--- src/rtl/vga_pkg.sv ---
// ============================================================================
// Module : vga_pkg
// Shared 640x480@60 timing constants and raster types for the video pipeline.
// Rev    : 1.0  initial release
// ============================================================================
`default_nettype none

package vga_pkg;

  typedef logic [9:0] coord_t;

  localparam int c_H_VISIBLE = 640;
  localparam int c_H_FRONT   = 16;
  localparam int c_H_SYNC    = 96;
  localparam int c_H_BACK    = 48;
  localparam int c_V_VISIBLE = 480;
  localparam int c_V_FRONT   = 10;
  localparam int c_V_SYNC    = 2;
  localparam int c_V_BACK    = 33;

  localparam int c_H_TOTAL   = c_H_VISIBLE + c_H_FRONT + c_H_SYNC + c_H_BACK;
  localparam int c_V_TOTAL   = c_V_VISIBLE + c_V_FRONT + c_V_SYNC + c_V_BACK;
  localparam int c_COORD_MAX = 1023;

  // Registered output bundle; every field is launched from the same edge.
  typedef struct packed {
    logic   pix_tick;
    coord_t pixelx;
    coord_t pixely;
    logic   hsync;
    logic   vsync;
    logic   video_on;
    logic   frame_start;
  } vga_timing_t;

  function automatic logic in_range(input coord_t v, input int lo, input int hi);
    return (int'(v) >= lo) && (int'(v) < hi);
  endfunction

endpackage

`default_nettype wire

--- src/rtl/timing_counter.sv ---
// ============================================================================
// Module : timing_counter
// One raster axis: wrapping counter with sync-window and visible decodes.
// Rev    : 1.0  initial release
// ============================================================================
`default_nettype none

module timing_counter
  import vga_pkg::*;
#(
  parameter int TOTAL      = c_H_TOTAL,
  parameter int SYNC_START = c_H_VISIBLE + c_H_FRONT,
  parameter int SYNC_END   = c_H_VISIBLE + c_H_FRONT + c_H_SYNC,
  parameter int VISIBLE    = c_H_VISIBLE
) (
  input  logic   clk,
  input  logic   rst,
  input  logic   en,
  output coord_t count,
  output logic   wrap,
  output logic   in_sync,
  output logic   in_visible
);

  coord_t r_count;
  logic   w_last;

  assign w_last = (r_count == coord_t'(TOTAL - 1));

  always_ff @(posedge clk) begin
    if (!rst) begin
      r_count <= '0;
    end else if (en) begin
      r_count <= w_last ? '0 : r_count + coord_t'(1);
    end
  end

  assign count      = r_count;
  assign wrap       = en && w_last;
  assign in_sync    = in_range(r_count, SYNC_START, SYNC_END);
  assign in_visible = (int'(r_count) < VISIBLE);

endmodule

`default_nettype wire

--- src/rtl/vga_timing_gen.sv ---
// ============================================================================
// Module : vga_timing_gen
// Free-running VGA raster timing with registered, mutually aligned outputs.
// Rev    : 1.0  initial release
// ============================================================================
`default_nettype none

module vga_timing_gen
  import vga_pkg::*;
#(
  parameter int CLK_DIV   = 2,
  parameter int H_VISIBLE = c_H_VISIBLE,
  parameter int H_FRONT   = c_H_FRONT,
  parameter int H_SYNC    = c_H_SYNC,
  parameter int H_BACK    = c_H_BACK,
  parameter int V_VISIBLE = c_V_VISIBLE,
  parameter int V_FRONT   = c_V_FRONT,
  parameter int V_SYNC    = c_V_SYNC,
  parameter int V_BACK    = c_V_BACK
) (
  input  logic   clk,
  input  logic   rst,
  output logic   pix_tick,
  output coord_t pixelx,
  output coord_t pixely,
  output logic   hsync,
  output logic   vsync,
  output logic   video_on,
  output logic   frame_start
);

  localparam int H_TOTAL = H_VISIBLE + H_FRONT + H_SYNC + H_BACK;
  localparam int V_TOTAL = V_VISIBLE + V_FRONT + V_SYNC + V_BACK;

  generate
    if (H_TOTAL > c_COORD_MAX || V_TOTAL > c_COORD_MAX) begin : g_bad_total
      $error("vga_timing_gen: line or frame total does not fit in coord_t");
    end
    if (CLK_DIV < 1 || CLK_DIV > 4) begin : g_bad_div
      $error("vga_timing_gen: CLK_DIV must be 1..4");
    end
  endgenerate

  logic [1:0]  r_div;
  logic        w_tick;
  coord_t      w_h_cnt;
  coord_t      w_v_cnt;
  logic        w_h_wrap;
  logic        w_unused_v_wrap;
  logic        w_h_sync;
  logic        w_v_sync;
  logic        w_h_vis;
  logic        w_v_vis;
  vga_timing_t r_out;

  assign w_tick = (r_div == 2'(CLK_DIV - 1));

  always_ff @(posedge clk) begin
    if (!rst) begin
      r_div <= '0;
    end else if (w_tick) begin
      r_div <= '0;
    end else begin
      r_div <= r_div + 2'd1;
    end
  end

  timing_counter #(
    .TOTAL      (H_TOTAL),
    .SYNC_START (H_VISIBLE + H_FRONT),
    .SYNC_END   (H_VISIBLE + H_FRONT + H_SYNC),
    .VISIBLE    (H_VISIBLE)
  ) u_h_cnt (
    .clk        (clk),
    .rst        (rst),
    .en         (w_tick),
    .count      (w_h_cnt),
    .wrap       (w_h_wrap),
    .in_sync    (w_h_sync),
    .in_visible (w_h_vis)
  );

  // Line wrap already implies a tick; the AND keeps the enable explicit.
  timing_counter #(
    .TOTAL      (V_TOTAL),
    .SYNC_START (V_VISIBLE + V_FRONT),
    .SYNC_END   (V_VISIBLE + V_FRONT + V_SYNC),
    .VISIBLE    (V_VISIBLE)
  ) u_v_cnt (
    .clk        (clk),
    .rst        (rst),
    .en         (w_tick & w_h_wrap),
    .count      (w_v_cnt),
    .wrap       (w_unused_v_wrap),
    .in_sync    (w_v_sync),
    .in_visible (w_v_vis)
  );

  always_ff @(posedge clk) begin
    if (!rst) begin
      r_out.pix_tick    <= 1'b0;
      r_out.pixelx      <= '0;
      r_out.pixely      <= '0;
      r_out.hsync       <= 1'b1;
      r_out.vsync       <= 1'b1;
      r_out.video_on    <= 1'b0;
      r_out.frame_start <= 1'b0;
    end else begin
      r_out.pix_tick    <= w_tick;
      r_out.pixelx      <= w_h_cnt;
      r_out.pixely      <= w_v_cnt;
      r_out.hsync       <= ~w_h_sync;
      r_out.vsync       <= ~w_v_sync;
      r_out.video_on    <= w_h_vis & w_v_vis;
      r_out.frame_start <= w_tick && (w_h_cnt == '0) && (w_v_cnt == '0);
    end
  end

  assign pix_tick    = r_out.pix_tick;
  assign pixelx      = r_out.pixelx;
  assign pixely      = r_out.pixely;
  assign hsync       = r_out.hsync;
  assign vsync       = r_out.vsync;
  assign video_on    = r_out.video_on;
  assign frame_start = r_out.frame_start;

endmodule

`default_nettype wire

--- config.mk ---
export PLATFORM = sky130hd
export DESIGN_NAME = vga_timing_gen
export DESIGN_NICKNAME = d
export VERILOG_FILES = /design/src/rtl/vga_pkg.sv /design/src/rtl/timing_counter.sv /design/src/rtl/vga_timing_gen.sv
export SDC_FILE = /design/constraint.sdc
export NUM_CORES = 1
export LEC_CHECK = 0
export CAP_MARGIN = 20
export CELL_PAD_IN_SITES_DETAIL_PLACEMENT = 1
export CELL_PAD_IN_SITES_GLOBAL_PLACEMENT = 1
export CORE_UTILIZATION = 40
export DETAILED_ROUTE_END_ITERATION = 7
export PLACE_DENSITY_LB_ADDON = 0.08
export RECOVER_POWER = 100
export SLEW_MARGIN = 10
export SYNTH_ARGS = -nofsm -noshare
export SYNTH_HDL_FRONTEND = slang
export SYNTH_SLANG_ARGS = --single-unit
--- constraint.sdc ---
create_clock -name clk -period 2.3 [get_ports clk]
set_clock_uncertainty 0.05 [all_clocks]
set_input_delay 0.575 -clock clk [delete_from_list [all_inputs] [get_ports clk]]
set_output_delay 0.575 -clock clk [all_outputs]
set_load 0.01 [all_outputs]
# == Word level (Yosys, flattened, before mapping) ==
# Cells that the tools add are included.
# word_totals
regBits,47
inputBits,2
out_inout_bits,25
word_cells,37
# classes
n_addsub,3
n_lt_le_gt_ge,6
eq_ne,3
n_mux,2
bitwise_logic,5
reduce_logical,8
# ops
op,count
"10-bit by 1-bit adder with 10-bit output, second input constant",2
"10-bit == test, second input constant",2
10-bit logical NOT,2
"10-bit less-than comparator, second input constant",2
"10-bit by 9-bit less-than comparator with 1-bit output, second input constant",2
10-bit 2-to-1 mux,2
"10-bit >= comparator, second input constant",1
"10-bit by 9-bit >= comparator with 1-bit output, second input constant",1
1-bit logical AND,5
1-bit NOT,3
"2-bit by 1-bit adder with 2-bit output, second input constant",1
1-bit bitwise AND,2
"2-bit by 1-bit == test with 1-bit output, second input constant",1
2-bit OR reduction,1

# == Longest topological paths before layout ==
# depth
ltp_word,3
ltp_mapped,7
ltp_nobuf,6

# == Cells and area by module ==
# Synthesis repeated with hierarchy kept, for this count alone.
# unflattened
cells_unflattened,187
hier_area_um2,1890.6
# by_module_without_submodules
mod,instances,cells_each,area_each_um2,seq_area_each_um2
vga_timing_gen,1,67,803.3,540.5
timing_counter at u_h_cnt,1,60,556.8,200.2
timing_counter at u_v_cnt,1,60,530.5,200.2

# == Worst setup path after synthesis ==
# OpenSTA, ideal clock, no wires.
# synth_path
kind,reg-to-reg
startpoint,"register u_h_cnt.r_count[0], in the netlist u_h_cnt.count[0]"
endpoint,"register u_v_cnt.r_count[8], in the netlist u_v_cnt.count[8]"
setup_time_ns,0.072
t_arrival_ns,1.829
required_time_ns,2.178
setup_slack_ns,0.348
path_stages_with_launch,7
path_buffers,1
period_less_slack_ns,1.952
path_cell_list,dfxtp_1 > ha_1 > nand2_1 > or3_1 > buf_6 > or4_1 > a21oi_1
# synth_via
elab_chain_len,3
# synth_lines
element,line,text
"start, declared",timing_counter.sv:25,coord_t r_count;
"start signal, assigned",timing_counter.sv:34,r_count <= w_last ? '0 : r_count + coord_t'(1);
10-bit == test,timing_counter.sv:28,assign w_last = (r_count == coord_t'(TOTAL - 1));
1-bit logical AND,timing_counter.sv:39,assign wrap = en && w_last;
1-bit bitwise AND,vga_timing_gen.sv:92,".en (w_tick & w_h_wrap),"
"end signal, assigned",timing_counter.sv:34,
"end, declared",timing_counter.sv:25,
# Every way passes these cells.
# A chain may end at the register's enable or synchronous reset.

# == Final worst setup path ==
# layout_path
startpoint,"register u_h_cnt.r_count[4], in the netlist u_h_cnt.count[4]"
endpoint,"register u_v_cnt.r_count[8], in the netlist u_v_cnt.count[8]"
# Same word-level chain as after synthesis.

==> run_results.csv <==
group,metric,value,unit
run_status,outcome,"finished clean",
synth,synth.avg_cell_area,9.61,um2
worst_setup_path,cp-start-kind,"flop",
synth,mappedNetlistNets,201,
sta,min_period_over_period,84.2,%
floorplan,fp.dieW,70.1,um
clock_network,clkLatencyLatePin,0.29,ns
global_routing,grt_usage,18.3,%
sta,worstMarginPinSlew,0.548,ns
clock_network,hold_buffers,0,
worst_setup_path,crit_buf_inv,0,
drt,drcViolationCount,0,
placement,place_ws,0.382,ns
clock_network,htreeDepth,2,
worst_setup_path,crit_path_cell_trace,"nand4bb_4, or3_1, or4_1, a21oi_1",
sta,fin_tns_setup,0,ns
power_and_ir_drop,power.leakage,0.848,nW
worst_setup_path,worst-path-max-fanout,8,
synth,synth-main-ff-cell,"dfxtp_1",
clock_network,cts.sinks,47,
global_routing,use_met2,28.3,%
power_and_ir_drop,peakVddDrop,0.000233,V
power_and_ir_drop,power_density,609,nW/um2
worst_setup_path,cp.required,2.48,ns
worst_setup_path,critPathCaptureType,"flop",
synth,syn_area,1850,um2
sta,rsz0062_at_grt,"false",
placement,gp_congestion,0.933,
worst_setup_path,arrival,2.12,ns
synth,synthTopCellsByArea,"dfxtp_1 51%, and2_1 7.4%, xnor2_1 4.3%",
synth,synth_edf_count,0,
finish,fin_util,51.3,%
global_routing,grt-busiest-layer,"met2",
worst_setup_path,cpLargestDelayFamily,"simple AND/OR/NAND/NOR gates",
synth,synth_top_area_cell,"dfxtp_1",
sta,slew_headroom,63.1,%
global_routing,antenna_found_initial,0,
finish,drive_gt1_share,5.29,%
sta,hold_violations,0,
sta,maxSlewViolCount,0,
finish,layout_commonest_cell,"dfxtp_1",
global_routing,grt_max_degree,18,
synth,syn_inst,193,
floorplan,dieArea,4910,um2
global_routing,grt_overflow,0,
synth,synthArstFlopShare,0,%
drt,vias,1424,
drt,wl_per_cell,14.3,um
clock_network,cts_setup_buffers,0,
placement,place_hpwl,2.97,mm
clock_network,ctsLongestPathBuffers,2,
synth,yosys.area.top_type_share,50.7,%
floorplan,io_pins,27,
clock_network,clkTransAtPathRegs,0.08,ns
finish,area_growth,22.1,%
clock_network,ctsResizeCount,0,
floorplan,dieHeight,70.1,um
global_routing,grt_first_pass_wirelength,7.00,mm
floorplan,core_area,4410,um2
global_routing,met1_usage,23.7,%
hold_path,hp-class,"flop to flop",
sta,setup_ws,0.363,ns
drt,drt_wl_total,4.00,mm
synth,synth_cell_types,34,
drt,first_pass_iters,4,
worst_setup_path,crit_type,"flop to flop",
sta,min_period,1.94,ns
clock_network,cts_tree,"yes",
synth,yosysSeqAreaShare,50.7,%
sta,finalSetupViolCount,0,
finish,diodes,0,
floorplan,num_rows,24,
synth,synth_seq_cells,47,
drt,viasPerCell,5.10,
worst_setup_path,critPathSlowestCell,"dfxtp_1",
placement,portBuffers,26,
drt,drt_iter0_drc,58,
global_routing,first_global_vias,1437,
job,cap_violations,0,
finish,fillers,499,
sta,max_freq,516,MHz
floorplan,initial_core_util,42.0,%
clock_network,cts_inserted_buffers,5,
drt,drtAntennaViolNets,0,
worst_setup_path,max_stage_delay,0.53,ns
finish,mostFrequentLayoutCells,"47 x dfxtp_1, 26 x dlygate4sd3_1, 19 x nor2_1",
synth,ys_warn_count,0,
clock_network,cts-root-buf,"clkbuf_8",
global_routing,met3_usage,4.47,%
finish,nets,234,
-- final timing paths --
| kind | from | end | slack [ns] | cells past startpoint |
|---|---|---|---|---|
| max | u_h_cnt.count[4]$_SDFFE_PN0P_ | u_v_cnt.count[8]$_SDFFE_PN0P_ | 0.36 | 4 |
| min | r_div[0]$_SDFF_PP0_ | r_div[0]$_SDFF_PP0_ | 0.38 | 1 |
| max reg2reg | u_h_cnt.count[4]$_SDFFE_PN0P_ | u_v_cnt.count[8]$_SDFFE_PN0P_ | 0.36 | 4 |
| min reg2reg | r_div[0]$_SDFF_PP0_ | r_div[0]$_SDFF_PP0_ | 0.38 | 1 |
-- flip-flops by register name (all words and copies together), names as in the netlist --
| signal | cells |
|---|---|
| pixelx | 10 |
| u_h_cnt.count | 10 |
| r_div | 2 |
| hsync | 1 |
| video_on | 1 |
| vsync | 1 |
| u_v_cnt.count | 10 |
| frame_start | 1 |
| pixely | 10 |
| pix_tick | 1 |
-- metrics by stage --
step	hold slack, ns	instances	cell area [um2]	power (mW)
floorplan	0.348	193	1850	0.901
global placement	0.358	271	2200	0.935
detailed placement	0.370	271	2200	0.938
CTS	0.382	279	2280	1.40
global route	0.410	279	2260	1.45
finish	0.377	279	2260	1.38
-- power breakdown --
group / switching (mW) / internal [mW]
clock network: 0.252 / 0.213
logic: 0.0433 / 0.0333
registers: 0.00798 / 0.828
total: 0.303 / 1.07
-- cells in the mapped netlist, drive strengths merged (3+ instances only) --
master / count
ha: 6
and2: 22
nor4: 6
nand2: 8
buf: 3
clkbuf: 6
xnor2: 9
dfxtp: 47
nand3: 10
xor2: 3
nor2: 19
o21ai: 4
inv: 9
nand2b: 4
nand4: 7
nor3: 4
and3: 3
-- logic make-up (layout without fill, tap and decap cells) --
kind of cell	count (synthesis)	in the layout	synth area share, %
AND/OR/NAND/NOR	95	95	29.4
flip-flops	47	47	50.7
buffers and inverters	18	52	4.52
AO/OA/AOI/OAI	14	14	5.13
XOR/XNOR	12	12	5.67
adder cells (fa/ha/maj)	6	6	4.05
multiplexers	1	1	0.540
-- routing by layer --
| layer | vias to the layer above | wire [um] |
|---|---|---|
| met1 | 667 | 1910 |
| met5 | - | 0 |
| met3 | 10 | 129 |
| met2 | 30 | 1840 |
| li1 | 717 | - |
| met4 | 0 | 113 |
-- area by class of cell --
class,instances,area [um2],share of cell area [%]
multi-input combinational,128,830,36.7
clock buffer,7,76.3,3.37
clock inverter,1,5.00,0.221
tap,52,65.1,2.87
sequential,47,941,41.6
inverter,9,33.8,1.49
timing repair buffer,35,313,13.8
-- worst reg2reg max path, cell delays in order, from the launching register on --
cell and delay [ns]:
dfxtp_1 0.53, nand4bb_4 0.18, or3_1 0.43, or4_1 0.53, a21oi_1 0.15
Power figures use the tool's default switching activity.
